<file path="src/rtl/mem_arbiter_if.sv">
// Signal bundle for mem_arbiter: fetch port, data port, external memory port and status.
// The arbiter uses the slave modport; the environment around it uses master.
interface mem_arbiter_if;
    logic        ic_req;
    logic [31:0] ic_addr;
    logic        ic_ack;
    logic [31:0] ic_data;

    logic        dc_read;
    logic        dc_write;
    logic [31:0] dc_addr;
    logic [31:0] dc_write_data;
    logic        dc_ack;
    logic [31:0] dc_read_data;

    logic        mem_read;
    logic        mem_write;
    logic        mem_ack;
    logic [31:0] mem_addr;
    logic [31:0] mem_read_data;
    logic [31:0] mem_write_data;

    logic        busy;
    logic        timeout_err;

    modport slave (
        input  ic_req, ic_addr, dc_read, dc_write, dc_addr, dc_write_data,
               mem_ack, mem_read_data,
        output ic_ack, ic_data, dc_ack, dc_read_data,
               mem_read, mem_write, mem_addr, mem_write_data,
               busy, timeout_err
    );

    modport master (
        output ic_req, ic_addr, dc_read, dc_write, dc_addr, dc_write_data,
               mem_ack, mem_read_data,
        input  ic_ack, ic_data, dc_ack, dc_read_data,
               mem_read, mem_write, mem_addr, mem_write_data,
               busy, timeout_err
    );
endinterface

</file>
<file path="src/rtl/mem_arbiter.sv">
// Shares the single external memory port between instruction fetch and data access,
// round-robin on contention, with an optional cycle budget that aborts hung accesses.
module mem_arbiter #(
    parameter int TIMEOUT = 255
) (
    input  logic         clk,
    input  logic         reset,
    mem_arbiter_if.slave bus
);
    typedef enum logic [1:0] {
        IDLE,
        ISSUE,
        RESP
    } state_t;

    localparam logic [16:0] TIMEOUT_LIMIT = 17'(TIMEOUT);

    state_t      state;
    state_t      state_next;
    logic        grant_dc;
    logic        grant_dc_next;
    logic        last_dc;
    logic        write_lat;
    logic        write_next;
    logic        abort;
    logic [15:0] count;
    logic        ic_on;
    logic        dc_on;
    logic        mem_read_d;
    logic        mem_write_d;
    logic        ic_ack_d;
    logic        dc_ack_d;
    logic        timeout_err_d;

    assign ic_on    = bus.ic_req;
    assign dc_on    = bus.dc_read | bus.dc_write;
    assign bus.busy = (state != IDLE);

    always_ff @(posedge clk) begin
        if (!reset) begin
            state <= IDLE;
        end else begin
            state <= state_next;
        end
    end

    // Arbitration happens only in IDLE; a data request with both strobes set is a write.
    always_comb begin
        state_next    = state;
        grant_dc_next = grant_dc;
        write_next    = write_lat;
        abort         = 1'b0;
        case (state)
            IDLE: begin
                if (ic_on || dc_on) begin
                    state_next    = ISSUE;
                    grant_dc_next = (ic_on && dc_on) ? !last_dc : dc_on;
                    write_next    = grant_dc_next && bus.dc_write;
                end
            end
            ISSUE: begin
                if (bus.mem_ack) begin
                    state_next = RESP;
                end else if (TIMEOUT_LIMIT != 17'd0 &&
                             ({1'b0, count} + 17'd1) == TIMEOUT_LIMIT) begin
                    state_next = RESP;
                    abort      = 1'b1;
                end
            end
            RESP: begin
                state_next = IDLE;
            end
            default: begin
                state_next = IDLE;
            end
        endcase
    end

    always_comb begin
        mem_read_d    = (state_next == ISSUE) && !write_next;
        mem_write_d   = (state_next == ISSUE) && write_next;
        ic_ack_d      = (state_next == RESP) && !grant_dc_next;
        dc_ack_d      = (state_next == RESP) && grant_dc_next;
        timeout_err_d = abort;
    end

    // Latched request, timeout counter and registered outputs; reset also restores "DC last".
    always_ff @(posedge clk) begin
        if (!reset) begin
            grant_dc           <= 1'b0;
            last_dc            <= 1'b1;
            write_lat          <= 1'b0;
            count              <= '0;
            bus.mem_read       <= 1'b0;
            bus.mem_write      <= 1'b0;
            bus.ic_ack         <= 1'b0;
            bus.dc_ack         <= 1'b0;
            bus.timeout_err    <= 1'b0;
            bus.mem_addr       <= '0;
            bus.mem_write_data <= '0;
            bus.ic_data        <= '0;
            bus.dc_read_data   <= '0;
        end else begin
            bus.mem_read    <= mem_read_d;
            bus.mem_write   <= mem_write_d;
            bus.ic_ack      <= ic_ack_d;
            bus.dc_ack      <= dc_ack_d;
            bus.timeout_err <= timeout_err_d;
            if (state == IDLE && state_next == ISSUE) begin
                grant_dc     <= grant_dc_next;
                last_dc      <= grant_dc_next;
                write_lat    <= write_next;
                count        <= '0;
                bus.mem_addr <= grant_dc_next ? bus.dc_addr : bus.ic_addr;
                if (write_next) begin
                    bus.mem_write_data <= bus.dc_write_data;
                end
            end
            if (state == ISSUE) begin
                if (!bus.mem_ack && count != '1) begin
                    count <= count + 16'd1;
                end
                if (state_next == RESP && !write_lat) begin
                    if (grant_dc) begin
                        bus.dc_read_data <= abort ? 32'h0 : bus.mem_read_data;
                    end else begin
                        bus.ic_data <= abort ? 32'h0 : bus.mem_read_data;
                    end
                end
            end
        end
    end
endmodule

</file>
<file path="src/flat_wrapper.sv">
// flat-port wrapper written by rule: the top's interface ports become plain ports
module mem_arbiter_flat 
#(
    parameter int TIMEOUT = 255
)
  (clk, reset, bus_ic_req, bus_ic_addr, bus_dc_read, bus_dc_write, bus_dc_addr, bus_dc_write_data, bus_mem_ack, bus_mem_read_data, bus_ic_ack, bus_ic_data, bus_dc_ack, bus_dc_read_data, bus_mem_read, bus_mem_write, bus_mem_addr, bus_mem_write_data, bus_busy, bus_timeout_err);
  mem_arbiter_if bus_i ();
  input  logic clk;
  input  logic reset;
  input wire logic [$bits(bus_i.ic_req)-1:0] bus_ic_req;
  input wire logic [$bits(bus_i.ic_addr)-1:0] bus_ic_addr;
  input wire logic [$bits(bus_i.dc_read)-1:0] bus_dc_read;
  input wire logic [$bits(bus_i.dc_write)-1:0] bus_dc_write;
  input wire logic [$bits(bus_i.dc_addr)-1:0] bus_dc_addr;
  input wire logic [$bits(bus_i.dc_write_data)-1:0] bus_dc_write_data;
  input wire logic [$bits(bus_i.mem_ack)-1:0] bus_mem_ack;
  input wire logic [$bits(bus_i.mem_read_data)-1:0] bus_mem_read_data;
  output wire logic [$bits(bus_i.ic_ack)-1:0] bus_ic_ack;
  output wire logic [$bits(bus_i.ic_data)-1:0] bus_ic_data;
  output wire logic [$bits(bus_i.dc_ack)-1:0] bus_dc_ack;
  output wire logic [$bits(bus_i.dc_read_data)-1:0] bus_dc_read_data;
  output wire logic [$bits(bus_i.mem_read)-1:0] bus_mem_read;
  output wire logic [$bits(bus_i.mem_write)-1:0] bus_mem_write;
  output wire logic [$bits(bus_i.mem_addr)-1:0] bus_mem_addr;
  output wire logic [$bits(bus_i.mem_write_data)-1:0] bus_mem_write_data;
  output wire logic [$bits(bus_i.busy)-1:0] bus_busy;
  output wire logic [$bits(bus_i.timeout_err)-1:0] bus_timeout_err;
  assign bus_i.ic_req = bus_ic_req;
  assign bus_i.ic_addr = bus_ic_addr;
  assign bus_i.dc_read = bus_dc_read;
  assign bus_i.dc_write = bus_dc_write;
  assign bus_i.dc_addr = bus_dc_addr;
  assign bus_i.dc_write_data = bus_dc_write_data;
  assign bus_i.mem_ack = bus_mem_ack;
  assign bus_i.mem_read_data = bus_mem_read_data;
  assign bus_ic_ack = bus_i.ic_ack;
  assign bus_ic_data = bus_i.ic_data;
  assign bus_dc_ack = bus_i.dc_ack;
  assign bus_dc_read_data = bus_i.dc_read_data;
  assign bus_mem_read = bus_i.mem_read;
  assign bus_mem_write = bus_i.mem_write;
  assign bus_mem_addr = bus_i.mem_addr;
  assign bus_mem_write_data = bus_i.mem_write_data;
  assign bus_busy = bus_i.busy;
  assign bus_timeout_err = bus_i.timeout_err;
  mem_arbiter #(.TIMEOUT(TIMEOUT)) u_core (.clk(clk), .reset(reset), .bus(bus_i));
endmodule
</file>
<file path="config.mk">
export PLATFORM = sky130hd
export DESIGN_NAME = mem_arbiter_flat
export DESIGN_NICKNAME = d
export VERILOG_FILES = /design/src/rtl/mem_arbiter_if.sv /design/src/rtl/mem_arbiter.sv /design/src/flat_wrapper.sv
export SDC_FILE = /design/constraint.sdc
export NUM_CORES = 1
export LEC_CHECK = 0
export CAP_MARGIN = 15
export CORE_MARGIN = 2
export CORE_UTILIZATION = 39
export CTS_CLUSTER_SIZE = 14
export DETAILED_ROUTE_END_ITERATION = 10
export DONT_BUFFER_PORTS = 1
export MAX_ROUTING_LAYER = met4
export PLACE_DENSITY = 0.61
export SLEW_MARGIN = 10
export SYNTH_ARGS = -nofsm -noshare
export SYNTH_HDL_FRONTEND = slang
export SYNTH_SLANG_ARGS = --single-unit
</file>
<file path="constraint.sdc">
create_clock -name clk -period 2.8 [get_ports clk]
set_input_delay 0.14 -clock clk [delete_from_list [all_inputs] [get_ports clk]]
set_output_delay 0.14 -clock clk [all_outputs]
set_load 0.02 [all_outputs]
</file>
==> summary.md <==
| Metric | Value |
|---|---|
| Status | `completed` |
| Post-synth net total | `around 840` |
| Sequential cell area fraction in the yosys report | `0.490` |
| Leak pwr | `3.67 nW` |
| Fillers | `~1400` |
| Vias in the first global route | `about 5400` |
| DRT iter0 DRCs | `about 230` |
| Leading area contributor after synthesis | `dfxtp_1` |
| CP Buf/Inv Count | `1` |
| Max clock buf depth | `2` |
| Worst path required time | `around 3.1 ns` |
| Non-Filler Instances | `roughly 1100` |
| Layout cells sized above 1 | `0.0961` |
| Final Skew | `a little under 0.01 ns` |
| Final setup fails | `0` |
| Post-synth EDFFs | `0` |
| Core footprint | `0.0158 mm²` |
| Post-synth top area share | `0.490` |
| Footprint of the multi-input gates | `0.00299 mm²` |
| Reg2reg end | `u_core.bus.ic_data[26]` |
| Global-route congestion overflow total | `0` |
| Synthesized area per cell | `8.89 µm²` |
| First-pass GRT wire length | `between 20000 and 30000 µm` |
| Top delay family on crit path | `simple AND/OR/NAND/NOR gates` |
| P_sw | `roughly 0.0015 W` |
| Reg power frac | `0.474` |
| CP cell instances | `ha_1 > nand3_4 > or3_1 > a211oi_1 > o2111a_2 > a21oi_2 > or4_2 > buf_6 > mux2i_1` |
| Synth Cell Area | `roughly 0.0063 mm²` |
| Dpl cells | `approximately 900` |
| Hold path startpoint | `bus_dc_addr[5]` |
| Slew HR | `0.574` |
| Maximum vdd ir drop | `between 400 and 500 µV` |
| Num ports | `roughly 270` |
| Synth top area cells | `dfxtp_1 49%, mux2i_1 15%, nand2_1 10%` |
| Crit path from | `u_core.count[0]` |
| Hold crit path type | `input pin to flip-flop` |
| Avg Vias per Cell | `about 5.2` |
| # nets final | `approximately 970` |
| Post-route cell area | `~0.0085 mm²` |
| Worst Path Max Fanout | `17` |
| Buffers on Ports | `0` |
| R2R cell count | `9` |
| Dpl hpwl | `11500 µm` |
| Setup TNS | `0 ns` |
| Die width | `about 130 µm` |
| # Max-Cap Violations | `0` |
| CP max stage delay | `0.60 ns` |
| Initial Util | `0.398` |
| Antenna violations before repair | `1` |
| Final Wtd Congestion | `between 0.8 and 0.9` |
| Final period util | `0.941` |
| Commonest non-fill, non-tap cell in the layout | `nand2_1` |
| Clock latency on the worst-skew pair | `between 0.4 and 0.5 ns` |
| Top_reg_cell synth | `dfxtp_1` |
| Largest net degree at the start of global routing | `72` |
| Distinct cells, synth | `48` |
| Hold Path Depth | `2` |
| Count of final hold-check violations | `0` |
| Reg clk slew, reported paths | `roughly 0.060 ns` |
| Slowest cell on crit path | `or4_2` |
| Routed WL | `18100 µm` |
| DR pass1 iterations | `5` |
| Yosys warns | `0` |
| Worst Tran Pin Value | `roughly 0.64 ns` |
| Remaining DRCs | `0` |
| Internal Pwr Total | `0.00390 W` |
| Total area of sequential cells | `0.00309 mm²` |
| RR Startpoint | `u_core.count[0]` |
| Logic pwr share | `0.131` |
| Nature of the critical path startpoint | `flip-flop` |
| Die area | `0.0172 mm²` |
| Clk sinks | `between 150 and 200` |
| Area Overhead vs Synth | `34.8%` |
| Worst Setup End Kind | `flip-flop` |
| Switch share | `0.280` |
| Inserted Clock Buffers | `17` |
| Antenna-violating nets left | `0` |
| F_max | `between 300 and 400 MHz` |
| Synthesized instance count | `708` |
| Power share of the clock group | `0.394` |
| PwrDens | `about 640 mW/mm²` |
| FF+latch count, synth | `154` |
| CTS H-Tree Depth | `4` |
| Tmin final | `about 2.6 ns` |
| CTS tree | `yes` |
| CP Class | `flip-flop to flip-flop` |
| Overall global routing resource usage | `0.207` |
| Vias | `about 5500` |
| Final Max Slew Viols | `0` |
| Core Rows | `46` |
| FFs w/ async S/R, synth | `0` |
| Most frequent cells in the layout | `172 x nand2_1, 151 x dfxtp_1, 124 x dlygate4sd3_1, 97 x mux2i_1, 55 x nor2_1` |
| DIE HEIGHT | `around 130 µm` |
| Hold Path Sink | `u_core.bus.mem_addr[5]` |
| Worst path arrival time | `~2.9 ns` |
| R2R Setup Slk | `roughly 0.16 ns` |
| Clk root buf | `clkbuf_16` |
| Cell Area, Placed | `about 0.0066 mm²` |
| Routed length per instance | `17.1 µm` |
| Post-layout util | `0.536` |
| RSZ-0062 raised after global routing | `false` |
[cells by family after synthesis]
family	count (synthesis)	synth area share
flip-flops	154	0.490
AND/OR/NAND/NOR	278	0.191
adder cells (fa/ha/maj)	2	0.00397
multiplexers	97	0.154
AO/OA/AOI/OAI	113	0.111
buffers and inverters	57	0.0403
XOR/XNOR	7	0.00974
[worst max path at each step]
stage	end	slack [ns]	cells past startpoint
2_1_floorplan	u_core.bus.dc_read_data[10]	0.14	10
3_3_place_gp	u_core.bus.dc_read_data[11]	0.07	9
3_5_place_dp	u_core.bus.dc_read_data[13]	0.02	9
4_1_cts	u_core.bus.dc_read_data[13]	0.02	9
5_1_grt	u_core.bus.ic_data[27]	0.02	10
6_report	u_core.bus.ic_data[26]	0.16	9
[cell type report]
| type | instances | share of cell area |
|---|---|---|
| Multi-Input combinational cell | 497 | 0.353 |
| Antenna cell | 1 | 0.000295 |
| Sequential cell | 154 | 0.364 |
| Tap cell | 216 | 0.0318 |
| Clock buffer | 21 | 0.0554 |
| Clock inverter | 10 | 0.00958 |
| Timing Repair Buffer | 156 | 0.184 |
| Inverter | 5 | 0.00221 |
[cells in the mapped netlist (all sizes together), types with 4 or more instances]
| library cell | number |
|---|---|
| nand2 | 172 |
| dfxtp | 154 |
| mux2i | 97 |
| nor2 | 55 |
| a21oi | 48 |
| clkbuf | 36 |
| a211oi | 33 |
| buf | 16 |
| o21ai | 13 |
| and2 | 9 |
| nand3 | 7 |
| a31oi | 6 |
| inv | 5 |
| nor4 | 5 |
| xnor2 | 5 |
| or2 | 4 |
| or3 | 4 |
[sequential cells by signal (all words and copies together) (netlist names)]
name and count:
u_core.write_lat 1, u_core.last_dc 1, u_core.bus.mem_read 1, u_core.state 2
u_core.bus.mem_write 1, u_core.bus.ic_ack 1, u_core.grant_dc 1, u_core.bus.dc_read_data 32
u_core.bus.mem_addr 32, u_core.bus.ic_data 32, u_core.bus.dc_ack 1, u_core.bus.mem_write_data 32
u_core.count 16, u_core.bus.timeout_err 1
[metrics by stage]
stage	setup slack (ns)	hold WS, ns	power [W]
final	0.164	0.0189	0.00542
after global routing	0.0156	0.0495	0.00566
after CTS	0.0209	0.000245	0.00544
after detailed placement	0.0218	0.257	0.00310
after global placement	0.0735	0.243	0.00308
after floorplan	0.136	0.276	0.00298
[power by group through the flow]
stage	logic, W	registers (W)	clock network, W
final	0.000712	0.00257	0.00214
after global placement	0.000463	0.00261	0
after global routing	0.000783	0.00258	0.00229
after detailed placement	0.000487	0.00262	0
after floorplan	0.000402	0.00258	0
after CTS	0.000691	0.00257	0.00218
[routing by layer]
| layer | share of wire | GRT usage |
|---|---|---|
| met5 | 0 | - |
| met4 | 0.025 | 0.0907 |
| met3 | 0.084 | 0.0625 |
| met2 | 0.49 | 0.334 |
| met1 | 0.40 | 0.240 |
[worst reg2reg max path: stages (launching register included)]
cell,delay [ns]
dfxtp_1,0.33
ha_1,0.21
nand3_4,0.11
or3_1,0.34
a211oi_1,0.24
o2111a_2,0.25
a21oi_2,0.07
or4_2,0.60
buf_6,0.22
mux2i_1,0.15
[timing repair]
action	in CTS	in global routing
buffers inserted	0	0
setup endpoints to repair	0	64
gates resized for setup	0	9
hold endpoints to repair	134	0
hold buffers	125	0
No activity file was read; power rests on OpenSTA's default activity.
